===== src/rtl/timer_irq_source.sv =====
// Memory-mapped interval timer (TH reload, TL count, TCON control) raising a level IRQ on overflow.
// Define TIMER_AUTO_ACK_EN to let the irq_ack pulse clear the pending status bit.
module timer_irq_source #(
    parameter logic [31:0] BASE_ADDR = 32'h4000_0000,
    parameter int unsigned PRESCALE  = 0
) (
    input  logic        clk,
    input  logic        reset,
    input  logic [31:0] addr,
    input  logic        MemRd,
    input  logic        MemWr,
    input  logic [31:0] wdata,
    output logic [31:0] rdata,
    output logic        hit,
    input  logic        irq_ack,
    output logic        IRQ
);

    localparam int unsigned DW = 32;
    localparam int unsigned PW = 16;
    localparam int unsigned AW = 30;
    localparam logic [PW-1:0] PS_MAX = PW'(PRESCALE);
    localparam logic [AW-1:0] W_TH   = BASE_ADDR[31:2];
    localparam logic [AW-1:0] W_TL   = W_TH + AW'(1);
    localparam logic [AW-1:0] W_TCON = W_TH + AW'(2);

    logic [DW-1:0] th, th_n;
    logic [DW-1:0] tl, tl_n;
    logic [2:0]    tcon, tcon_n;
    logic [PW-1:0] pc, pc_n;

    logic sel_th, sel_tl, sel_tcon;
    logic wr_th, wr_tl, wr_tcon;
    logic tick, ovf;

    // Word decode; byte-lane bits are ignored
    assign sel_th   = (addr[31:2] == W_TH);
    assign sel_tl   = (addr[31:2] == W_TL);
    assign sel_tcon = (addr[31:2] == W_TCON);
    assign hit      = sel_th | sel_tl | sel_tcon;

    assign wr_th   = MemWr & sel_th;
    assign wr_tl   = MemWr & sel_tl;
    assign wr_tcon = MemWr & sel_tcon;

    assign tick = tcon[0] & (pc == PS_MAX);
    assign ovf  = tick & (tl == '1);

    assign IRQ = tcon[1] & tcon[2];

`ifdef TIMER_AUTO_ACK_EN
    logic unused_bits;
    assign unused_bits = ^addr[1:0];
`else
    logic unused_bits;
    assign unused_bits = ^{addr[1:0], irq_ack};
`endif

    // Next-state: software writes override counting; an overflow set always survives a clear
    always_comb begin
        th_n   = th;
        tl_n   = tl;
        tcon_n = tcon;
        pc_n   = '0;

        if (tcon[0]) begin
            pc_n = tick ? '0 : pc + PW'(1);
        end

        if (tick) begin
            tl_n = ovf ? th : tl + DW'(1);
        end

        if (wr_th) begin
            th_n = wdata;
        end
        if (wr_tl) begin
            tl_n = wdata;
        end

`ifdef TIMER_AUTO_ACK_EN
        if (irq_ack) begin
            tcon_n[2] = 1'b0;
        end
`endif
        if (wr_tcon) begin
            tcon_n = wdata[2:0];
        end
        if (ovf && tcon[1]) begin
            tcon_n[2] = 1'b1;
        end
    end

    always_ff @(posedge clk) begin
        if (reset) begin
            th   <= '0;
            tl   <= '0;
            tcon <= '0;
            pc   <= '0;
        end else begin
            th   <= th_n;
            tl   <= tl_n;
            tcon <= tcon_n;
            pc   <= pc_n;
        end
    end

    // Zero-latency read of the pre-write register contents
    always_comb begin
        rdata = '0;
        if (!reset && MemRd) begin
            if (sel_th) begin
                rdata = th;
            end else if (sel_tl) begin
                rdata = tl;
            end else if (sel_tcon) begin
                rdata = {29'd0, tcon};
            end
        end
    end

endmodule


===== config.mk =====
export PLATFORM = sky130hd
export DESIGN_NAME = timer_irq_source
export DESIGN_NICKNAME = d
export VERILOG_FILES = /design/src/rtl/timer_irq_source.sv
export SDC_FILE = /design/constraint.sdc
export NUM_CORES = 1
export LEC_CHECK = 0
export CAP_MARGIN = 10
export CORE_UTILIZATION = 35
export CTS_CLUSTER_DIAMETER = 150
export DETAILED_ROUTE_END_ITERATION = 16
export PLACE_DENSITY_LB_ADDON = 0.1
export SYNTH_ARGS = -nofsm -noshare
export SYNTH_HDL_FRONTEND = slang
export SYNTH_SLANG_ARGS = --single-unit

===== constraint.sdc =====
create_clock -name clk -period 3.9 [get_ports clk]
set_clock_uncertainty 0.05 [all_clocks]
set_input_delay 1.17 -clock clk [delete_from_list [all_inputs] [get_ports clk]]
set_output_delay 1.17 -clock clk [all_outputs]
set_load 0.01 [all_outputs]

### Word level (Yosys, flattened, before mapping)

Index checks and enable logic that the tools add are counted.
W data, S select, Z words.

* register bits after elaboration: 83
* output and inout bits: 34
* input bits: 69
* word-level logic and storage cells: 36

* reduce and logical (&&, ||, !) cells: 7
* add/sub/neg operators: 2
* eq/ne operators: 4
* muxes and demuxes: 9
* bitwise gates (word level): 9

Operator list (number)
* $mux W32: 6
* $eq A30 B29 Y1 const B: 3
* $add A32 B1 Y32 const B: 1
* $eq A32 B32 Y1 const B: 1
* $add A16 B1 Y16 const B: 1
* $logic_not A16 Y1: 1
* $and A1 B1 Y1: 6
* $mux W3: 2
* $reduce_bool A2 Y1: 2
* $reduce_or A3 Y1: 1
* $logic_and A1 B1 Y1: 2
* $or A1 B1 Y1: 2
* $logic_not A1 Y1: 1
* $mux W1: 1
* $not A1 Y1: 1

### Depth between registers and ports, before layout

Gate-level depths: netlist of the first run.

* word-level depth: 6
* gate-level depth with buffers: 10
* mapped depth without buffers: 7

### Worst setup path before layout of the first run

No wires, ideal clock.

* path kind: input to output
* start point: input port addr[19]
* end point: output port rdata[21]
* path slack: -0.302 ns
* stages on the path: 7
* required time: 2.680 ns
* buffers on the path: 2
* arrival: 2.982 ns
* cell sequence: or4_4 -> nor3_1 -> nand2_1 -> or3_1 -> buf_2 -> buf_2 -> nor2_1

* longest elaborated chain between the ends: 4
* elaborated cells between the ends (all ways): 5
* classes of those cells: eq/ne (2); mux (3)

Ends and longest elaborated chain
* start: declaration: RTL line 9 `input logic [31:0] addr,`
* $eq A30 B29 Y1: RTL line 38 `assign sel_tl = (addr[31:2] == W_TL);`
* $mux W32: RTL line 114 `end else if (sel_tl) begin`
* $mux W32 (*): RTL line 112 `if (sel_th) begin`
* $mux W32 (*): RTL line 111 `if (!reset && MemRd) begin`
* end: declaration: RTL line 13 `output logic [31:0] rdata,`

Mark *: on every way between the ends. The rest lies on a longest branch, timed or not.

### Worst setup path in the final report of the first run

* start point: input port addr[22]
* end point: output port rdata[14]

The elaborated chain is that of the path after synthesis.

==> flow_metrics.tcl, run 1 <==
set metrics [dict create \
    synth_edf_count 0 \
    multi_input_area_um2 3370 \
    worst_slew_pin_slew_ns 1.15 \
    ys_types 62 \
    clk_pin_slew_ns 0.06 \
    hold_buffers 0 \
    nets 825 \
    outcome "complete, but fails checks" \
    max_freq_ghz 0.237 \
    die_h_um 122 \
    grt_max_degree 53 \
    core_um2 14000 \
    drt_iter0_drc 440 \
    antenna_found_initial 0 \
    io_pins 103 \
    power.density_nw_per_um2 265 \
    post-place-ws_ns -1.00 \
    max_cap_violations 0 \
    grt_overflow 0 \
    synth_cells 647 \
    period_minus_slack_ns 4.21 \
    ys_ff_latch 83 \
    cts_max_level 3 \
    cp.arrival_ns 2.99 \
    drc 0 \
    min_period_over_period 1.08 \
    synth_nets 719 \
    first_pass_iters 5 \
    drv_slew 0 \
    die_area_um2 15000 \
    wl_per_cell_um 18.6 \
    io_buffers 99 \
    max-slew-margin-rel 0.227 \
    grt_usage 0.245 \
    areaGrowthSynthToFinish_pct 37.7 \
    setup_ws_ns -0.314 \
    setup_violations 32 \
    async_reset_ff_frac 0 \
    crit_type "input pin to output pin" \
    holdWs_ns 0.414 \
    irDropWorstVdd_mv 0.282 \
    synth.area.top_cells "dfxtp_1, mux2i_1, nand2_1" \
    synth-warning-count 0 \
    endpoint_kind "output pin" \
    clk_latency_ns 0.35 \
    violations "negative setup slack" \
    clock-sinks 83 \
    drive_above_1_share 0.202 \
    routed_wl_um 17500 \
    ant_nets 0 \
    avgViaCountPerCell 5.78 \
    vias 5417 \
    fillers 1414 \
    rsz0062_at_grt "yes" \
    cts_root_buffer "clkbuf_16" \
    gp_congestion 0.911 \
    synthTopCellsByCount "dfxtp_1, nand2_1, nor2_1, a21oi_1, mux2i_1" \
    hold_viol 0 \
    cp-start-kind "input pin" \
    die_width_um 122 \
    start_util 0.362 \
    netlist.top_cell.by_area "dfxtp_1" \
    worstHoldPathType "register to register" \
    dpl.hpwl_um 12000 \
    synth_flop_cell "dfxtp_1" \
    grt_first_pass_wirelength_um 28000 \
    avgSynthCellArea_um2 7.84 \
    stdcell_count 938 \
    antennaDiodeCount 0 \
    netlist.area_leader.share 0.328 \
    placedCellCount 908 \
    clockBufferDepth 2 \
    p_leak_nw 2.41 \
    cts_buffers 9 \
    worstPathMaxFanout 6 \
    yosysSeqAreaShare 0.328 \
    syn_area_um2 5070 \
    rows 43 \
    cts_tree "yes" \
    seq_area_um2 1660 \
    worst_ep_required_time_ns 2.68 \
    first_global_vias 5340 \
]
## per-layer routing
metal / track usage / vias to the layer above / routed length, um
met2: 0.411 / 183 / 8580
met3: 0.0479 / 25 / 970
met1: 0.307 / 2612 / 7530
li1: - / 2597 / -
met5: 0 / - / 0
met4: 0.0976 / 0 / 399
## registers in the layout, summed over array words and instances, names as in the netlist
register	cells
pc	16
tcon	3
th	32
tl	32
## path summary, 6_finish.rpt
kind / start / end / slack [ns] / depth (start not counted)
worst max-delay path: addr[22] / rdata[14] / -0.31 / 9
worst min-delay path: pc[0] / pc[0] / 0.41 / 1
worst max register to register: pc[0] / tl[16] / 1.15 / 8
worst min register to register: pc[0] / pc[0] / 0.41 / 1
## worst max-delay path: stages
cell,delay (ns)
buf_6,0.09
or4_4,0.55
nor3_4,0.20
nand2_1,0.10
or3_4,0.39
buf_12,0.16
buf_16,0.15
nor2_4,0.08
buf_6,0.10
## what timing repair did
item / in CTS / in global routing
buffers inserted: 11 / 1
gates cloned: 2 / 0
gates resized for setup: 215 / 31
pin swaps: 26 / 8
setup endpoints to repair: 33 / 33
hold endpoints to repair: 0 / 0
## where the power goes
part,total (mW),switching (mW),internal [mW]
registers,0.847,0.00000000111,0.847
clock network,0.880,0.381,0.499
logic,0.121,0.0541,0.0672
total,1.85,0.435,1.41
## cells by family (layout without fill, tap and decap cells)
logic type / count (synthesis) / in the layout / synth area share
muxes: 33 / 33 / 0.0652
adders and majority gates: 3 / 3 / 0.00740
and+or+nand+nor: 321 / 321 / 0.333
buffers and inverters: 59 / 170 / 0.0582
AOI/OAI and AO/OA: 126 / 126 / 0.171
xor gates and xnor gates: 22 / 22 / 0.0380
DFF: 83 / 83 / 0.328
## final cells by class
cell class,instances,area share
Clock buffer,9,0.0323
Clock inverter,7,0.0111
Inverter,10,0.00538
Multi-Input combinational cell,505,0.483
Sequential cell,83,0.238
Tap cell,180,0.0323
Timing Repair Buffer,144,0.198
## through the flow
| stage | TNS (ns) | utilization | total power, mW | area [um2] |
|---|---|---|---|---|
| 6_report | -7.98 | 0.499 | 1.85 | 6980 |
| 5_1_grt | -10.30 | 0.499 | 1.91 | 6980 |
| 4_1_cts | -9.89 | 0.493 | 1.87 | 6900 |
| 3_5_place_dp | -31.18 | 0.458 | 0.991 | 6400 |
| 3_3_place_gp | -30.50 | 0.458 | 0.990 | 6400 |
| 2_1_floorplan | -1.61 | - | 0.905 | 5220 |
## placed cells by master, fill, tap and decap left out, drive strengths merged, types with 3 or more instances in the layout
cell type      instances
buf                   86
nand2                 83
dfxtp                 83
nor2                  80
a21oi                 46
clkdlybuf4s50         36
mux2i                 33
nand4                 30
nand3                 29
nor3                  22
nor4                  16
a211oi                15
dlygate4sd2           15
and3                  13
xor2                  13
o21ai                 11
inv                   11
and4                  10
clkbuf                10
xnor2                  9
a311oi                 8
a31oi                  7
o41ai                  7
or3                    7
a2111oi                7
clkdlybuf4s15          6
and2                   6
nand3b                 5
nand2b                 4
nor2b                  4
nor3b                  4
o221ai                 4
clkinvlp               4
or4                    4
o311a                  3
o311ai                 3
ha                     3
nor4b                  3
o31ai                  3
Note: power is estimated with default switching activity, not from simulation.
==> run 2: changes to the inputs <==
Settings changed: CORE_ASPECT_RATIO set to 1.4.
==> run 2 against run 1 <==
  * The run still ends with negative setup slack left
  * Global-route usage barely moved
  * First-iteration DRC count fell by 35%
  * Routed wire length rose by 5.0%
  * Critical endpoint is now rdata[21]
  * Largest cell class unchanged
==> flow_metrics.tcl, run 2 (synthesis gave the netlist of run 1 again) <==
set metrics [dict create \
    outcome "complete, but fails checks" \
    violations "negative setup slack" \
    layout_common_cells "dfxtp_1, nand2_1, nor2_1" \
    period_minus_slack_ns 4.25 \
    tns_ns -9.80 \
    start_util 0.361 \
    cp-start-kind "input pin" \
    worstPathMaxFanout 6 \
    io_pins 103 \
    worst_ep_required_time_ns 2.68 \
    p_leak_nw 2.51 \
    io_buffers 99 \
    vias 5447 \
    grt_usage 0.245 \
    setup_ws_ns -0.351 \
    irDropWorstVdd_mv 0.159 \
    ant_nets 0 \
    grt_overflow 0 \
    final_common_cell "dfxtp_1" \
    drive_above_1_share 0.241 \
    cp.arrival_ns 3.03 \
    endpoint_kind "output pin" \
    fillers 1352 \
    core_um2 14000 \
    clock-sinks 83 \
    die_area_um2 15000 \
    dpl_cell_area_um2 6450 \
    total_power_mw 1.86 \
    clockBufferDepth 2 \
    dpl.hpwl_um 12200 \
    crit_chain "buf_6, or4_4, nor3_4, nand2_2, or3_4, buf_8, buf_12, nor2_4, buf_6" \
    clk_pin_slew_ns 0.06 \
    die_h_um 144 \
    cp_common_cell "buf_6" \
    drc 0 \
    max_cap_violations 0 \
    cts_root_buffer "clkbuf_16" \
    drv_slew 0 \
    areaGrowthSynthToFinish_pct 42.9 \
    grt_first_pass_wirelength_um 29000 \
    drt_iter0_drc 284 \
    die_width_um 104 \
    seq_area_um2 1660 \
    power.density_nw_per_um2 256 \
    routed_wl_um 18300 \
    cts_tree "yes" \
    rsz0062_at_grt "yes" \
    clk_latency_ns 0.34 \
    cts_max_level 3 \
    rows 51 \
    max-slew-margin-rel 0.230 \
    wl_per_cell_um 19.3 \
    hold_viol 0 \
    stdcell_count 952 \
    first_pass_iters 5 \
    first_global_vias 5578 \
    setup_violations 32 \
    avgViaCountPerCell 5.72 \
    placedCellCount 915 \
    worst_slew_pin_slew_ns 1.15 \
    nets 835 \
    max_freq_ghz 0.235 \
    crit_type "input pin to output pin" \
    crit_buf_inv 4 \
    multi_input_area_um2 3470 \
    antenna_found_initial 0 \
    antennaDiodeCount 0 \
    min_period_over_period 1.09 \
    top_regs "th x32, tl x32, pc x16" \
    worstHoldPathType "register to register" \
    hold_buffers 0 \
    cts_buffers 9 \
    cp_top_family "simple AND/OR/NAND/NOR gates" \
    crit_path_top_delay_cell "or4_4" \
    fin_area_um2 7240 \
    cpPeakStageDelay_ns 0.56 \
    gp_congestion 0.905 \
    grt_max_degree 53 \
]
## run 2: per-stage QoR
| stage | hold slack (ns) | utilization | setup WS [ns] |
|---|---|---|---|
| finish | 0.412 | 0.516 | -0.351 |
| global route | 0.435 | 0.516 | -0.405 |
| CTS | 0.418 | 0.506 | -0.355 |
| global placement | 0.389 | 0.459 | -0.983 |
| floorplan | 0.375 | - | -0.0811 |
| detailed placement | 0.403 | 0.459 | -0.997 |
## run 2: per-layer routing
layer,part of all wire,up-vias,wire length (um),track usage
met5,0,-,0,0
li1,-,2615,-,-
met2,0.52,169,9470,0.460
met4,0.038,0,706,0.124
met3,0.043,40,788,0.0306
met1,0.40,2623,7380,0.274
## run 2: what timing repair did
item / 4_1_cts / 5_1_grt
cloned: 3 / 2
pin swaps: 32 / 15
gates resized for setup: 246 / 31
endpoints found under the setup margin: 33 / 65
buffers inserted: 40 / 2
## run 2: power breakdown
group	internal (mW)	switching [mW]
Sequential	0.847	0.00000000109
Combinational	0.0676	0.0576
Clock	0.527	0.358
## run 2: path summary, 6_finish.rpt
path | from | endpoint | slack (ns) | depth (start not counted)
setup / recovery | addr[27] | rdata[21] | -0.35 | 9
hold / removal | pc[0] | pc[0] | 0.41 | 1
setup reg to reg | pc[0] | tl[17] | 1.18 | 6
hold reg to reg | pc[0] | pc[0] | 0.41 | 1
## run 2: area by class of cell
type | count | share of cell area
Clock inverter | 4 | 0.00691
Tap cell | 185 | 0.0320
Clock buffer | 11 | 0.0349
Timing Repair Buffer | 154 | 0.213
Sequential cell | 83 | 0.229
Inverter | 10 | 0.00518
Multi-Input combinational cell | 505 | 0.479
